--- src/rtl/counter_ring_pkg.sv ---
// Shared constants and bit-level helpers for the ring/Johnson counter.
// Helpers use a fixed maximum width and take the live width n, so one set serves every N.
package counter_ring_pkg;

   localparam int unsigned MAX_N = 64;

   localparam logic MODE_RING    = 1'b0;
   localparam logic MODE_JOHNSON = 1'b1;
   localparam logic DIR_UP       = 1'b0;
   localparam logic DIR_DOWN     = 1'b1;

   typedef logic [MAX_N-1:0] vec_t;

   // Ring restarts from bit 0 set; Johnson restarts from all zeros.
   function automatic vec_t seed_f(input logic mode);
      vec_t r;
      r = '0;
      if (mode == MODE_RING) r[0] = 1'b1;
      return r;
   endfunction

   // One shift step; Johnson inverts the bit that wraps around.
   function automatic vec_t step_f(input vec_t q, input int unsigned n,
                                   input logic mode, input logic dir);
      vec_t r;
      r = '0;
      for (int unsigned i = 0; i < MAX_N; i++) begin
         if (i < n) begin
            if (dir == DIR_UP) begin
               if (i == 0) r[i] = (mode == MODE_JOHNSON) ? ~q[n-1] : q[n-1];
               else        r[i] = q[i-1];
            end else begin
               if (i == n - 1) r[i] = (mode == MODE_JOHNSON) ? ~q[0] : q[0];
               else            r[i] = q[i+1];
            end
         end
      end
      return r;
   endfunction

   function automatic int unsigned popcount_f(input vec_t q, input int unsigned n);
      int unsigned ones;
      ones = 0;
      for (int unsigned i = 0; i < MAX_N; i++) begin
         if (i < n && q[i]) ones++;
      end
      return ones;
   endfunction

   // Johnson legality: a thermometer code has at most one 0/1 boundary.
   function automatic logic legal_f(input vec_t q, input int unsigned n, input logic mode);
      int unsigned edges;
      edges = 0;
      for (int unsigned i = 1; i < MAX_N; i++) begin
         if (i < n && q[i] != q[i-1]) edges++;
      end
      if (mode == MODE_RING) return popcount_f(q, n) == 1;
      return edges <= 1;
   endfunction

   // Phase of a legal state; callers zero it for illegal states.
   function automatic int unsigned phase_f(input vec_t q, input int unsigned n, input logic mode);
      int unsigned idx;
      idx = 0;
      if (mode == MODE_RING) begin
         for (int unsigned i = 0; i < MAX_N; i++) begin
            if (i < n && q[i]) idx = i;
         end
      end else if (q[n-1]) begin
         idx = 2 * n - popcount_f(q, n);
      end else begin
         idx = popcount_f(q, n);
      end
      return idx;
   endfunction

endpackage

--- src/rtl/counter_ring_decode.sv ---
// Combinational legality check and binary phase decode of an N-bit pattern.
module counter_ring_decode
   import counter_ring_pkg::*;
#(
   parameter int unsigned N = 4,
   localparam int unsigned PW = $clog2(2 * N)
) (
   input  logic [N-1:0]  q,
   input  logic          mode,
   output logic          legal_c,
   output logic [PW-1:0] phase_c
);

   vec_t q_ext;

   always_comb begin
      q_ext   = vec_t'(q);
      legal_c = legal_f(q_ext, N, mode);
      phase_c = '0;
      if (legal_c) phase_c = PW'(phase_f(q_ext, N, mode));
   end

endmodule

--- src/rtl/counter_ring_multimode.sv ---
// N-bit ring / Johnson shift counter with load, self-correction, wrap pulse and phase decode.
module counter_ring_multimode
   import counter_ring_pkg::*;
#(
   parameter int unsigned N = 4,
   localparam int unsigned PW = $clog2(2 * N)
) (
   input  logic          clk,
   input  logic          ori,
   input  logic          en,
   input  logic          dir,
   input  logic          mode,
   input  logic          load,
   input  logic [N-1:0]  load_val,
   output logic [N-1:0]  Q,
   output logic [PW-1:0] phase,
   output logic          wrap,
   output logic          err
);

   logic          mode_q;
   logic [N-1:0]  q_nxt;
   logic          mode_nxt;
   logic          wrap_nxt;
   logic          err_nxt;
   logic          q_legal;
   logic          ld_legal;
   logic [PW-1:0] ld_phase_unused;
   logic [N-1:0]  seed_cur;
   logic [N-1:0]  seed_new;
   logic [N-1:0]  step_val;

   counter_ring_decode #(.N(N)) u_dec_q (
      .q       (Q),
      .mode    (mode_q),
      .legal_c (q_legal),
      .phase_c (phase)
   );

   // Load patterns are judged against the mode already in effect.
   counter_ring_decode #(.N(N)) u_dec_ld (
      .q       (load_val),
      .mode    (mode_q),
      .legal_c (ld_legal),
      .phase_c (ld_phase_unused)
   );

   always_comb begin
      seed_cur = N'(seed_f(mode_q));
      seed_new = N'(seed_f(mode));
      step_val = N'(step_f(vec_t'(Q), N, mode_q, dir));
   end

   // Priority: mode change, load, correction, step, hold.
   always_comb begin
      q_nxt    = Q;
      mode_nxt = mode_q;
      wrap_nxt = 1'b0;
      err_nxt  = err;
      if (mode != mode_q) begin
         q_nxt    = seed_new;
         mode_nxt = mode;
      end else if (load) begin
         if (ld_legal) begin
            q_nxt   = load_val;
            err_nxt = 1'b0;
         end else begin
            q_nxt   = seed_cur;
            err_nxt = 1'b1;
         end
      end else if (en) begin
         if (!q_legal) begin
            q_nxt   = seed_cur;
            err_nxt = 1'b1;
         end else begin
            q_nxt    = step_val;
            wrap_nxt = (step_val == seed_cur);
         end
      end
   end

   always_ff @(posedge clk or negedge ori) begin
      if (!ori) begin
         Q      <= N'(seed_f(MODE_RING));
         mode_q <= MODE_RING;
         wrap   <= 1'b0;
         err    <= 1'b0;
      end else begin
         Q      <= q_nxt;
         mode_q <= mode_nxt;
         wrap   <= wrap_nxt;
         err    <= err_nxt;
      end
   end

endmodule

--- config.mk ---
export PLATFORM = sky130hd
export DESIGN_NAME = counter_ring_multimode
export DESIGN_NICKNAME = d
export VERILOG_FILES = /design/src/rtl/counter_ring_pkg.sv /design/src/rtl/counter_ring_decode.sv /design/src/rtl/counter_ring_multimode.sv
export SDC_FILE = /design/constraint.sdc
export NUM_CORES = 1
export LEC_CHECK = 0
export CAP_MARGIN = 20
export CORE_ASPECT_RATIO = 0.9
export CORE_MARGIN = 8
export CORE_UTILIZATION = 54
export CTS_CLUSTER_SIZE = 24
export DETAILED_ROUTE_END_ITERATION = 16
export PLACE_DENSITY = 0.84
export SETUP_SLACK_MARGIN = 0.4
export SYNTH_ARGS = -nofsm -noshare
export SYNTH_HDL_FRONTEND = slang
export SYNTH_SLANG_ARGS = --single-unit
--- constraint.sdc ---
create_clock -name clk -period 4.6 [get_ports clk]
set_input_delay 0.69 -clock clk [delete_from_list [all_inputs] [get_ports clk]]
set_output_delay 0.69 -clock clk [all_outputs]
set_load 0.01 [all_outputs]
==> results of run 1 <==
layout by cell type (no fill, tap or decap), drive strengths merged:
cell           instances
a2bb2oi                1
o22ai                  1
nand3b                 1
a31oi                  1
clkbuf                 4
clkdlybuf4s50         18
nand4                  1
nor4                   1
a221o                  1
o311ai                 3
a211o                  1
a2111o                 1
or3b                   1
and3                   1
o21a                   1
mux2i                  3
inv                   14
ha                     9
a21oi                  4
nor2                  10
nand3                  2
o211a                  1
o21ai                  7
dfstp                  1
nor3b                  2
xor2                   3
nand2                  8
dfrtp                  6
o2111a                 1
xnor2                  5
fa                     1
o221ai                 3
a221oi                 2
o32ai                  2
and2                   1
nor3                   2
a31o                   1
nor4bb                 1
cell families (layout without fill, tap and decap cells):
| kind of cell | after synthesis | after routing | synth area share (%) |
|---|---|---|---|
| and+or+nand+nor | 31 | 31 | 17.83 |
| xor gates and xnor gates | 8 | 8 | 8.505 |
| buffers and inverters | 21 | 36 | 10.15 |
| adders and majority gates | 10 | 10 | 14.54 |
| DFF | 7 | 7 | 19.34 |
| AOI/OAI and AO/OA | 31 | 31 | 26.34 |
| muxes | 3 | 3 | 3.292 |
stage by stage:
stage	hold WS (ns)	worst slack (ns)	area, um2	total power (uW)
floorplan	0.3944	1.768	912.1	172.6
global placement	0.4772	1.323	1082	217.4
detailed placement	0.4823	1.189	1082	221.2
CTS	0.5104	0.9263	1109	279.7
global route	0.5416	0.7701	1109	300.5
finish	0.5121	0.9390	1109	277.3
worst min-delay path by stage:
stage                     cells past startpoint  start    to
final                                         1    err   err
after CTS                                     1    err   err
after floorplan                               0    ori  Q[1]
after detailed placement                      1    err   err
after global placement                        1    err   err
after global routing                          1    err   err
critical path, stage by stage, from the launching register on:
cell             delay, ns
dfstp_2               0.60
inv_1                 0.08
ha_1                  0.41
nor3b_1               0.23
a31oi_1               0.10
a221o_2               0.45
o32ai_1               0.26
clkdlybuf4s50_1       0.59
sequential cells by signal, summed over array words and instances, names as in the netlist:
signal	count
Q	4
err	1
mode_q	1
wrap	1
final cells by class:
type	count	area (um2)	area share [%]
clock buffers	4	26.28	2.370
multi-input cells	83	643.1	58.01
well taps	24	30.03	2.709
inverters	14	52.55	4.740
repair buffers	18	180.2	16.25
flip-flops and latches	7	176.4	15.91
power groups by stage:
stage               Clock, uW  Sequential (uW)  Combinational [uW]
floorplan                   0             79.9                92.7
global placement            0             83.0                 134
detailed placement          0             83.7                 137
CTS                      58.1             82.8                 139
global route             62.8             84.2                 153
finish                   56.1             82.7                 139
per-layer routing:
metal,up-vias,track usage (%),routed length (um)
met5,-,0,0
met4,0,5.159,10
met3,2,4.157,188
met2,52,27.06,1092
met1,421,18.23,943
li1,429,-,-
==> summary.md, run 1 <==
| Metric | Value |
|---|---|
| Yosys cell types | `46` |
| Antenna diodes | `0` |
| Register area share after synthesis | `19.34%` |
| Worst-path clk slew | `0.05 ns` |
| Ratio of cells with drive above 1 in the final layout | `under 10%` |
| CTS tree | `yes` |
| RSZ-0062 raised after global routing | `false` |
| CTS root buffer | `clkbuf_4` |
| Number of synthesis warnings | `0` |
| Slew @ Worst Pin | `0.5064 ns` |
| Gpl congestion | `0.9165` |
| Crit path launch | `Q[0]` |
| Synthesized flop and latch total | `7` |
| Antenna-violating nets left | `0` |
| Power density over the cells | `between 200 and 300 nW/um2` |
| Die width | `~60 um` |
| Ports | `19` |
| Fill cell count | `approximately 140` |
| Starting Density | `between 50% and 60%` |
| CP Data Arrival Time | `just under 3 ns` |
| Antenna violations before repair | `0` |
| Post-CTS Setup Inserts | `0` |
| Syn nets | `roughly 130` |
| Layout area overhead | `21.54%` |
| Clk_lat worst skew | `around 0.25 ns` |
| Drt initial violations | `between 40 and 50` |
| CTS sink count | `7` |
| Synth top area cells | `dfrtp_1 (16%), ha_1 (12%), inv_1 (5.8%)` |
| Setup TNS Final | `0 ns` |
| Vias in the first global route | `approximately 900` |
| Final core area utilization | `68.05%` |
| Core area | `about 1600 um2` |
| GRT Overall Usage | `between 15 and 20%` |
| Sequential fraction of design power | `29.8%` |
| Switch Pwr | `roughly 110 uW` |
| Crit path time final | `3.661 ns` |
| Cell taking the most area after synthesis | `dfrtp_1` |
| H-Tree Level Count | `1` |
| Worst IR drop on VDD | `~210 uV` |
| Router iterations before antenna repair | `4` |
| Clock share of power | `20.2%` |
| Worst setup endpoint | `phase[0]` |
| Final worst-path cycle share | `between 70% and 80%` |
| Post-synth ARST share | `between 90% and 100%` |
| P_int | `around 170 uW` |
| DRC violation count after routing | `0` |
| Cts bufs inserted | `3` |
| Comb pwr share | `approximately 50%` |
| Pins Over Slew Limit | `0` |
| Leakage | `around 0.00047 uW` |
| Worst R2R End | `Q[3]` |
| Slew headroom | `66.24%` |
| Synth Cell Area | `approximately 900 um2` |
| R2r worst-path depth | `8` |
| First-pass GRT wire length | `3919 um` |
| Status | `finished, final reports clean` |
| Final hold vios | `0` |
| Nets | `147` |
| Commonest cells post-synth | `inv_1 (14), nor2_1 (10), ha_1 (9), nand2_1 (8), dfrtp_1 (6)` |
| Worst reg-to-reg setup slack | `approximately 2.2 ns` |
| Hold_buf cts | `0` |
| Critical path class | `flop to output pin` |
| Number of flops mapped to enable cells by yosys | `0` |
| Rows | `14` |
| CTS max path bufs | `2` |
| Die height | `~55 um` |
| Max Cap Violations | `0` |
| Gr ovfl total | `0` |
| Total of cells resized after clock tree synthesis | `0` |
| Required @ worst endpoint | `just under 4 ns` |
| Syn avg cell area | `8.217 um2` |
| Total Wirelength | `between 2000 and 2500 um` |
| # setup viols final | `0` |
| Sw Ratio | `between 30% and 40%` |
| CP endpoint kind | `output pin` |
| Worst Hold Class | `flop to flop` |
| Skew final | `approximately 0.00022 ns` |
| Primary FF master, synth | `dfrtp_1` |
| Crit-path max FO | `7` |
| Synth top area share | `approximately 16%` |
| Reg2Reg Launch Point | `Q[0]` |
| Detailed-placement wirelength estimate | `~1800 um` |
| Syn Inst Count | `approximately 110` |
| Total die area | `about 3300 um2` |
| Setup crit start kind | `flop` |
| Final non-filler cell total | `150` |
| Via count | `around 900` |
| Placed cell count | `around 150` |
| F_max | `between 200 and 300 MHz` |
| WL/cell | `approximately 15 um` |
| Largest net degree at the start of global routing | `15` |
| IO Port Bufs | `18` |
| Most common cell in the netlist | `inv_1` |
| Drt via density | `between 6 and 7` |
Note: power is estimated with default switching activity, not from simulation.
==> run 2, diff against run 1 <==
--- a/config.mk
+++ b/config.mk
@@ -8,10 +8,10 @@
 export CAP_MARGIN = 20
 export CORE_ASPECT_RATIO = 0.9
 export CORE_MARGIN = 8
-export CORE_UTILIZATION = 54
+export CORE_UTILIZATION = 50
 export CTS_CLUSTER_SIZE = 24
 export DETAILED_ROUTE_END_ITERATION = 16
-export PLACE_DENSITY = 0.84
+export PLACE_DENSITY = 0.78
 export SETUP_SLACK_MARGIN = 0.4
 export SYNTH_ARGS = -nofsm -noshare
 export SYNTH_HDL_FRONTEND = slang
==> constraint.sdc (replaced) <==
create_clock -name clk -period 3.65 [get_ports clk]
set_input_delay 0.5475 -clock clk [delete_from_list [all_inputs] [get_ports clk]]
set_output_delay 0.5475 -clock clk [all_outputs]
set_load 0.01 [all_outputs]
==> summary.md, run 2 (synthesized netlist as in run 1, its figures left out) <==
| Metric | Value |
|---|---|
| Rows | `14 (unchanged)` |
| Worst path cell trace | `inv_1, ha_4, nor3b_1, a31oi_1, a221o_2, o32ai_1, dlygate4sd2_1 (was inv_1, ha_1, nor3b_1, a31oi_1, a221o_2, o32ai_1, clkdlybuf4s50_1)` |
| Slew headroom | `70.89% (was 66.24%)` |
| DRC violation count after routing | `0 (unchanged)` |
| Worst-path clk slew | `0.06 ns (was 0.05 ns)` |
| Router iterations before antenna repair | `4 (unchanged)` |
| Antenna diodes | `0 (unchanged)` |
| Largest Register | `Q (unchanged)` |
| CP max stage cell | `dfstp_2 (unchanged)` |
| Total Wirelength | `2198 um (was 2235 um)` |
| P_int | `218.4 uW (was 170.8 uW)` |
| Final non-filler cell total | `151 (was 150)` |
| Worst reg-to-reg setup slack | `1.38 ns (was 2.24 ns)` |
| Sequential fraction of design power | `28.3% (was 29.8%)` |
| Area after DPL | `1090 um2 (was 1082 um2)` |
| CP Data Arrival Time | `2.58 ns (was 2.97 ns)` |
| Layout area overhead | `23.73% (was 21.54%)` |
| WL/cell | `14.56 um (was 14.90 um)` |
| Pins Over Slew Limit | `0 (unchanged)` |
| Core area | `1699 um2 (was 1629 um2)` |
| Max Cap Violations | `0 (unchanged)` |
| Status | `finished, final reports clean (unchanged)` |
| Nets | `148 (was 147)` |
| Ratio of cells with drive above 1 in the final layout | `12.60% (was 9.524%)` |
| Setup crit start kind | `flop (unchanged)` |
| Die height | `56.52 um (was 54.99 um)` |
| CP top delay family | `compound AO/OA/AOI/OAI gates (unchanged)` |
| CP endpoint kind | `output pin (unchanged)` |
| First-pass GRT wire length | `3663 um (was 3919 um)` |
| Crit-path max FO | `7 (unchanged)` |
| Sw Ratio | `38.72% (was 38.40%)` |
| Required @ worst endpoint | `3.10 ns (was 3.91 ns)` |
| Skew final | `0.008061 ns (was 0.0002160 ns)` |
| Largest net degree at the start of global routing | `14 (was 15)` |
| Comb pwr share | `50.9% (was 50.0%)` |
| Clock share of power | `20.8% (was 20.2%)` |
| Drt initial violations | `58 (was 43)` |
| Setup TNS Final | `0 ns (unchanged)` |
| Max FFs per register | `4 (unchanged)` |
| Total power | `356.3 uW (was 277.3 uW)` |
| Final hold vios | `0 (unchanged)` |
| Antenna-violating nets left | `0 (unchanged)` |
| Most frequent cells in the layout | `clkdlybuf4s50_1 (16), inv_1 (14), nor2_1 (10), nand2_1 (8), ha_1 (8) (was clkdlybuf4s50_1 (18), inv_1 (14), nor2_1 (10), ha_1 (9), nand2_1 (8))` |
| Worst path max stage delay | `0.60 ns (about the same)` |
| Worst Hold Class | `flop to flop (unchanged)` |
| Starting Density | `53.68% (was 55.99%)` |
| H-Tree Level Count | `1 (unchanged)` |
| # setup viols final | `0 (unchanged)` |
| Via count | `902 (was 904)` |
| Crit path time final | `about 3.1 ns` |
| Fill cell count | `149 (was 136)` |
| Cts bufs inserted | `3 (unchanged)` |
| RSZ-0062 raised after global routing | `false (unchanged)` |
| Worst IR drop on VDD | `145.2 uV (was 210.8 uV)` |
| Leading cell type in the layout, fill and taps excluded | `clkdlybuf4s50_1 (unchanged)` |
| Buf/Inv on CP | `2 (unchanged)` |
| Ports | `19 (unchanged)` |
| Final worst-path cycle share | `between 80% and 90%` |
| Gpl congestion | `0.8423 (was 0.9165)` |
| Final instance area | `1129 um2 (was 1109 um2)` |
| F_max | `approximately 320 MHz` |
| IO Port Bufs | `18 (unchanged)` |
| Drt via density | `5.974 (was 6.027)` |
| Placed cell count | `147 (was 146)` |
| Leakage | `0.0004840 uW (was 0.0004737 uW)` |
| Detailed-placement wirelength estimate | `1740 um (was 1784 um)` |
| CTS max path bufs | `2 (unchanged)` |
| Clk_lat worst skew | `0.26 ns (was 0.25 ns)` |
| Slew @ Worst Pin | `0.4311 ns (was 0.5064 ns)` |
| GRT Overall Usage | `13.26% (was 15.51%)` |
| CTS root buffer | `clkbuf_4 (unchanged)` |
| Gr ovfl total | `0 (unchanged)` |
| Critical path class | `flop to output pin (unchanged)` |
| Total die area | `3449 um2 (was 3262 um2)` |
| CTS tree | `yes (unchanged)` |
| CTS sink count | `7 (unchanged)` |
| Vias in the first global route | `815 (was 902)` |
| Post-CTS Setup Inserts | `0 (unchanged)` |
| Die width | `61.02 um (was 59.32 um)` |
| Switch Pwr | `138.0 uW (was 106.5 uW)` |
| Antenna violations before repair | `0 (unchanged)` |
| Power density over the cells | `315.7 nW/um2 (was 250.1 nW/um2)` |
[run 2: cell types whose count changed in the layout (fill, tap and decap cells not counted), sizes merged]
cell           previous run  this run
dlygate4sd2               0         2
buf                       0         1
clkdlybuf4s50            18        16
[run 2: final cells by class]
| type | instances | area (um2) | area share (%) |
|---|---|---|---|
| Multi-Input combinational cell | 83 | 655.6 | 58.09 |
| Timing Repair Buffer | 19 | 185.2 | 16.41 |
| Sequential cell | 7 | 178.9 | 15.85 |
| Inverter | 14 | 52.55 | 4.656 |
| Tap cell | 24 | 30.03 | 2.661 |
| Clock buffer | 4 | 26.28 | 2.328 |
[run 2: final timing paths]
path                       start        to  cells after the start
hold / removal               err       err                      1
max in group asynchronous    ori      Q[0]                      1
min in group asynchronous    ori      Q[3]                      1
hold reg to reg              err       err                      1
setup reg to reg            Q[0]       err                      8
setup / recovery            Q[0]  phase[0]                      7
[run 2: timing repair]
item,4_1_cts,5_1_grt
cloned,0,0
endpoints found under the setup margin,2,3
gates resized for setup,3,3
pin swaps,0,0
hold buffers,0,0
[run 2: through the flow]
stage	util, %	setup slack [ns]	hold WS, ns
detailed placement	64.14	0.4436	0.4892
finish	66.42	0.5259	0.4996
CTS	65.68	0.4734	0.4998
floorplan	-	0.9608	0.2519
global route	66.42	0.4391	0.5067
global placement	64.14	0.4813	0.4802
[run 2: power by group through the flow]
stage | registers (uW) | clock network (uW) | logic, uW
3_3_place_gp | 101 | 0 | 176
6_report | 101 | 74.0 | 181
2_1_floorplan | 101 | 0 | 117
5_1_grt | 102 | 76.5 | 199
4_1_cts | 100 | 73.8 | 176
3_5_place_dp | 102 | 0 | 178
[run 2: routing by layer]
| metal | global-route usage [%] | share of wire, % |
|---|---|---|
| met1 | 18.52 | 45 |
| met2 | 18.96 | 44 |
| met3 | 1.364 | 9.1 |
| met4 | 6.977 | 1.2 |
| met5 | 0 | 0 |
